**config.mk**
```make
export PLATFORM = sky130hd
export DESIGN_NAME = block_sequencer
export DESIGN_NICKNAME = d
export VERILOG_FILES = /design/src/rtl/block_sequencer.sv
export SDC_FILE = /design/constraint.sdc
export NUM_CORES = 1
export LEC_CHECK = 0
export ABC_CLOCK_PERIOD_IN_PS = 5100
export BUFFER_PORTS_ARGS = -buffer_cell sky130_fd_sc_hd__buf_2
export CAP_MARGIN = 15
export CELL_PAD_IN_SITES_DETAIL_PLACEMENT = 1
export CELL_PAD_IN_SITES_GLOBAL_PLACEMENT = 2
export CORE_MARGIN = 8
export CORE_UTILIZATION = 34
export CTS_BUF_LIST = sky130_fd_sc_hd__clkbuf_8
export DETAILED_ROUTE_END_ITERATION = 10
export GPL_ROUTABILITY_DRIVEN = 0
export PLACE_DENSITY = 0.86
export SLEW_MARGIN = 20
export SYNTH_ARGS = -nofsm -noshare
export SYNTH_HDL_FRONTEND = slang
export SYNTH_SLANG_ARGS = --single-unit
```
**constraint.sdc**
```tcl
create_clock -name clk -period 5.1 [get_ports clk]
set_clock_uncertainty 0.05 [all_clocks]
set_input_delay 1.02 -clock clk [delete_from_list [all_inputs] [get_ports clk]]
set_output_delay 1.02 -clock clk [all_outputs]
set_load 0.05 [all_outputs]
```
**src/rtl/block_sequencer.sv**
```systemverilog
// block_sequencer: nonce-search sequencer for a double-SHA-256 hashing core.
// Orders the compression passes, caches the chunk-1 midstate and walks the nonce range.
module block_sequencer #(
  parameter int ROUNDS = 64,
  parameter int RW     = 6
) (
  input  logic          clk,
  input  logic          rst_n,
  input  logic          start,
  input  logic          stop,
  input  logic [31:0]   nonce_first,
  input  logic [31:0]   nonce_last,
  input  logic          hit,
  output logic [1:0]    Block,
  output logic          nonce_sig,
  output logic [RW-1:0] round,
  output logic          round_en,
  output logic          load_w,
  output logic [31:0]   nonce,
  output logic          busy,
  output logic          done,
  output logic          found
);
  typedef enum logic [2:0] {IDLE, INIT, LOAD, RUN, STEP, CHECK, DONE} state_t;
  localparam logic [RW-1:0] LAST_ROUND = RW'(ROUNDS - 1);
  localparam logic [RW-1:0] ONE        = RW'(1);
  state_t        state_q, state_d;
  logic [1:0]    block_q, block_d, pass_q, pass_d;
  logic          sig_q, sig_d, done_q, done_d, found_q, found_d;
  logic [RW-1:0] round_q, round_d;
  logic [31:0]   nonce_q, nonce_d, last_q, last_d;
  always_ff @(posedge clk or negedge rst_n) begin
    if (!rst_n) begin
      state_q <= IDLE;
      block_q <= 2'd0;
      pass_q  <= 2'd0;
      sig_q   <= 1'b0;
      done_q  <= 1'b0;
      found_q <= 1'b0;
      round_q <= '0;
      nonce_q <= 32'd0;
      last_q  <= 32'd0;
    end else begin
      state_q <= state_d;
      block_q <= block_d;
      pass_q  <= pass_d;
      sig_q   <= sig_d;
      done_q  <= done_d;
      found_q <= found_d;
      round_q <= round_d;
      nonce_q <= nonce_d;
      last_q  <= last_d;
    end
  end
  // pass_q holds the pass currently running; Block only moves on entry to INIT or STEP
  always_comb begin
    state_d = state_q;
    block_d = block_q;
    pass_d  = pass_q;
    sig_d   = sig_q;
    done_d  = 1'b0;
    found_d = found_q;
    round_d = round_q;
    nonce_d = nonce_q;
    last_d  = last_q;
    if (stop && state_q != IDLE) begin
      state_d = IDLE;
      block_d = 2'd0;
      sig_d   = 1'b0;
      done_d  = 1'b1;
    end else begin
      case (state_q)
        IDLE: if (start) begin
          state_d = INIT;
          block_d = 2'd0;
          sig_d   = 1'b0;
          found_d = 1'b0;
          nonce_d = nonce_first;
          last_d  = nonce_last;
        end
        INIT: begin
          state_d = LOAD;
          pass_d  = 2'd1;
        end
        LOAD: begin
          state_d = RUN;
          round_d = '0;
        end
        RUN: begin
          round_d = (round_q == LAST_ROUND) ? '0 : round_q + ONE;
          state_d = (round_q == LAST_ROUND) ? STEP : RUN;
          block_d = (round_q == LAST_ROUND) ? pass_q : block_q;
        end
        STEP: begin
          state_d = (pass_q == 2'd3) ? CHECK : LOAD;
          pass_d  = (pass_q == 2'd3) ? pass_q : pass_q + 2'd1;
        end
        CHECK: if (hit || nonce_q == last_q) begin
          state_d = DONE;
          found_d = hit;
          done_d  = 1'b1;
        end else begin
          state_d = LOAD;
          nonce_d = nonce_q + 32'd1;
          sig_d   = 1'b1;
          pass_d  = 2'd2;
        end
        DONE: state_d = IDLE;
        default: state_d = IDLE;
      endcase
    end
  end
  assign Block     = block_q;
  assign nonce_sig = sig_q;
  assign round     = round_q;
  assign round_en  = state_q == RUN;
  assign load_w    = state_q == LOAD;
  assign nonce     = nonce_q;
  assign busy      = state_q != IDLE && state_q != DONE;
  assign done      = done_q;
  assign found     = found_q;
endmodule

```
==> flow_summary.ini <==
[yosys]
mappedNetlistNets = 628
synth_top_cell_by_area = sky130_fd_sc_hd__dfrtp_1
ys_seq_elements = 80
synth-seq-area-share = 0.4325
netlist-cell-type-count = 58
postSynthCellCount = 556
count_of_yosys_warnings_during_synthesis = 0
netlist_top_cells_area = sky130_fd_sc_hd__dfrtp_1, sky130_fd_sc_hd__nand2_1, sky130_fd_sc_hd__xor2_1, sky130_fd_sc_hd__o21ai_0, sky130_fd_sc_hd__nor4_1
ys_dominant_reg_cell = sky130_fd_sc_hd__dfrtp_1
synth.top_cell.area_share = 0.4325
syn_area_per_cell_um2 = 8.324
syn-cell-area_mm2 = 0.004628
synth_most_common_cell = sky130_fd_sc_hd__nand2_1
synthArstFlopShare = 1.000
synth_edf_count = 0
synthTopCellsByCount = sky130_fd_sc_hd__nand2_1, sky130_fd_sc_hd__dfrtp_1, sky130_fd_sc_hd__nor2_1

[global_routing]
grt_use_met2 = 0.2962
grt_antenna_before_repair = 0
pin_count_of_the_biggest_net_entering_global_routing = 81
grt_overflow_total = 0
groute.usage.overall = 0.1875
grt_busiest_layer = met2
use_met3 = 0.05829
number_of_global_route_vias_before_repair = 4799
met1_usage = 0.2424
grt_first_pass_wirelength_mm = 26.41

[pwr]
design_power_total_uw = 3458
irDropWorstVdd_mv = 0.2560
power_per_cell_area_mw_per_mm2 = 619.6
power.leakage_uw = 0.002607

[floorplan]
die_width_um = 132.7
chipHeight_um = 132.7
io_pins = 115
start_util = 0.3481
core.rowCount = 42
die_area_mm2 = 0.01760
design.core.area_mm2 = 0.01330

[cts]
cts_num_sinks = 80
holdBufCountCts = 0
cts-buffers-inserted = 9
tritoncts = done
path_clk_slew_ps = 90
clk_latency_ps = 380
cts_resized = 0
cts.path.max_buffers = 2
cts_max_level = 3
cts_post_setup_buffers_inserted = 0
clock-root-buffer = sky130_fd_sc_hd__clkbuf_8

[finish]
antenna_cells_inserted = 0
fraction_of_layout_instances_using_a_drive_strength_above_1 = 0.2271
layout.cells.non_filler = 832
filler_cell_count = 1625
areaGrowthSynthToFinish_pct = 20.60
layout.nets = 723

[timing]
sum_of_negative_setup_slack_ps = 0
setup_viol = 0
period_share = 0.6308
unrepaired_setup_endpoints_after_global_routing = no
max_freq_ghz = 0.3108
slew_headroom = 0.4377
timing_hold_violations_final = 0
timing.final.crit_period_ps = 3217
max_slew.worst_pin.slew_ps = 841.6
timing.final.max_slew_violations = 0
post_route_hold_slack_ps = 430.9
final_critical_path_setup_slack_ps = 1883

[worst_setup_path]
worst_ep_required_time_ps = 5290
timing.critical_path.to_type = register
endpoint = nonce[24]$_DFFE_PN0P_
reg2reg_setup_slack_ps = 1880
crit_fanout = 7
cp.arrival_ps = 3410
setup.worst_path.start_class = register
regToRegStartpoint = nonce[0]$_DFFE_PN0P_
timing.rr.end = nonce[24]$_DFFE_PN0P_
critical_path_class = reg -> reg
r2r.worst_path.cells = 7
setup.worst_path.start = nonce[0]$_DFFE_PN0P_

[route]
detail_route.drc_violations = 0
route.detailed.vias_per_inst = 5.476
first_iter_violations = 292
drtAntennaViolNets = 0
wl_per_cell_um = 19.71
route.final.wire_length_mm = 16.40
drtPass1Iterations = 4
num_vias = 4556

[placed_design]
placement.setup.worst_slack_ps = 1931
instance_count_after_placement_with_tap_cells_included = 816
buffer_ports.inserted = 114
hpwl_mm = 12.05

[job]
drv.max_cap_violation_count = 0

[hold_path]
hold_crit_path_type = reg -> reg
whs_path_depth = 2

[outcome]
status = finished, final reports clean
-- report_power, final --
part | leakage (µW) | internal, µW | switching [µW]
Sequential | 0.000994 | 897 | 406
Clock | 0.000119 | 340 | 256
Combinational | 0.00149 | 461 | 1100
-- cell families (layout without fill, tap and decap cells) --
group | Yosys count | in the layout | synth area share
AO/OA/AOI/OAI | 112 | 112 | 0.1600
buffers and inverters | 42 | 142 | 0.03623
adder cells (fa/ha/maj) | 3 | 3 | 0.008111
multiplexers | 8 | 8 | 0.01784
AND/OR/NAND/NOR | 279 | 279 | 0.2847
flip-flops | 80 | 80 | 0.4325
XOR/XNOR | 32 | 32 | 0.06056
-- cells in the final DEF, fill, tap and decap left out, types with 3 or more instances in the layout --
master and instances:
sky130_fd_sc_hd__nor3b_1 3, sky130_fd_sc_hd__o22ai_1 7, sky130_fd_sc_hd__buf_4 7, sky130_fd_sc_hd__or4_1 3
sky130_fd_sc_hd__o21ai_0 28, sky130_fd_sc_hd__a221oi_1 6, sky130_fd_sc_hd__mux2i_1 6, sky130_fd_sc_hd__a32o_1 3
sky130_fd_sc_hd__nand3_1 17, sky130_fd_sc_hd__and3_1 7, sky130_fd_sc_hd__buf_2 113, sky130_fd_sc_hd__a21oi_1 27
sky130_fd_sc_hd__nor3_1 15, sky130_fd_sc_hd__or2_2 3, sky130_fd_sc_hd__nor2_1 33, sky130_fd_sc_hd__a211oi_1 5
sky130_fd_sc_hd__clkbuf_8 10, sky130_fd_sc_hd__o31ai_1 3, sky130_fd_sc_hd__inv_1 5, sky130_fd_sc_hd__nand2_1 140
sky130_fd_sc_hd__and4_1 3, sky130_fd_sc_hd__nand4_1 9, sky130_fd_sc_hd__or3_1 4, sky130_fd_sc_hd__a21o_1 3
sky130_fd_sc_hd__nand2b_1 3, sky130_fd_sc_hd__and2_1 5, sky130_fd_sc_hd__nor2b_1 3, sky130_fd_sc_hd__dfrtp_1 80
sky130_fd_sc_hd__bufinv_16 3, sky130_fd_sc_hd__ha_1 3, sky130_fd_sc_hd__o311ai_0 8, sky130_fd_sc_hd__nor4_1 22
sky130_fd_sc_hd__xor2_1 32
-- layer usage --
metal  wire length (µm)  share of wire  vias to the layer above
met1               7325           0.45                     2249
met5                  0              0                        -
met3               1170          0.071                       16
li1                   -              -                     2174
met4                235          0.014                        0
met2               7670           0.47                      117
-- cell type report --
cell class,count,area [µm²],area share
flip-flops and latches,80,2002,0.3587
well taps,176,220.2,0.03945
clock inverters,6,113.9,0.02040
clock buffers,10,137.6,0.02466
multi-input cells,434,2460,0.4407
inverters,5,18.77,0.003362
repair buffers,121,629.4,0.1128
-- state kept, by name, indices dropped and copies added, names as in the netlist --
| name | flops |
|---|---|
| Block | 2 |
| nonce | 32 |
| round | 6 |
| found | 1 |
| pass_q | 2 |
| state_q | 3 |
| done | 1 |
| nonce_sig | 1 |
| last_q | 32 |
-- per-stage QoR --
| stage | utilization | instance area (µm²) |
|---|---|---|
| 6_report | 0.4198 | 5582 |
| 5_1_grt | 0.4198 | 5582 |
| 4_1_cts | 0.4195 | 5578 |
| 3_5_place_dp | 0.4006 | 5326 |
| 3_3_place_gp | 0.4006 | 5326 |
| 2_1_floorplan | - | 4628 |
-- critical path: stages, from the launching register on --
cell	delay, ps
sky130_fd_sc_hd__dfrtp_1	490
sky130_fd_sc_hd__ha_1	240
sky130_fd_sc_hd__nand3_1	240
sky130_fd_sc_hd__nor4_1	630
sky130_fd_sc_hd__nand3_1	420
sky130_fd_sc_hd__or4b_2	770
sky130_fd_sc_hd__nor3_1	170
sky130_fd_sc_hd__a211oi_1	80
-- worst min-delay path by stage --
stage / startpoint / to / slack (ps)
6_report: Block[1]$_DFFE_PN0P_ / Block[1]$_DFFE_PN0P_ / 430
5_1_grt: last_q[5]$_DFFE_PN0P_ / last_q[5]$_DFFE_PN0P_ / 470
4_1_cts: Block[1]$_DFFE_PN0P_ / Block[1]$_DFFE_PN0P_ / 440
3_5_place_dp: Block[1]$_DFFE_PN0P_ / Block[1]$_DFFE_PN0P_ / 420
3_3_place_gp: Block[1]$_DFFE_PN0P_ / Block[1]$_DFFE_PN0P_ / 410
2_1_floorplan: last_q[0]$_DFFE_PN0P_ / last_q[0]$_DFFE_PN0P_ / 420
Note: power is estimated with default switching activity, not from simulation.
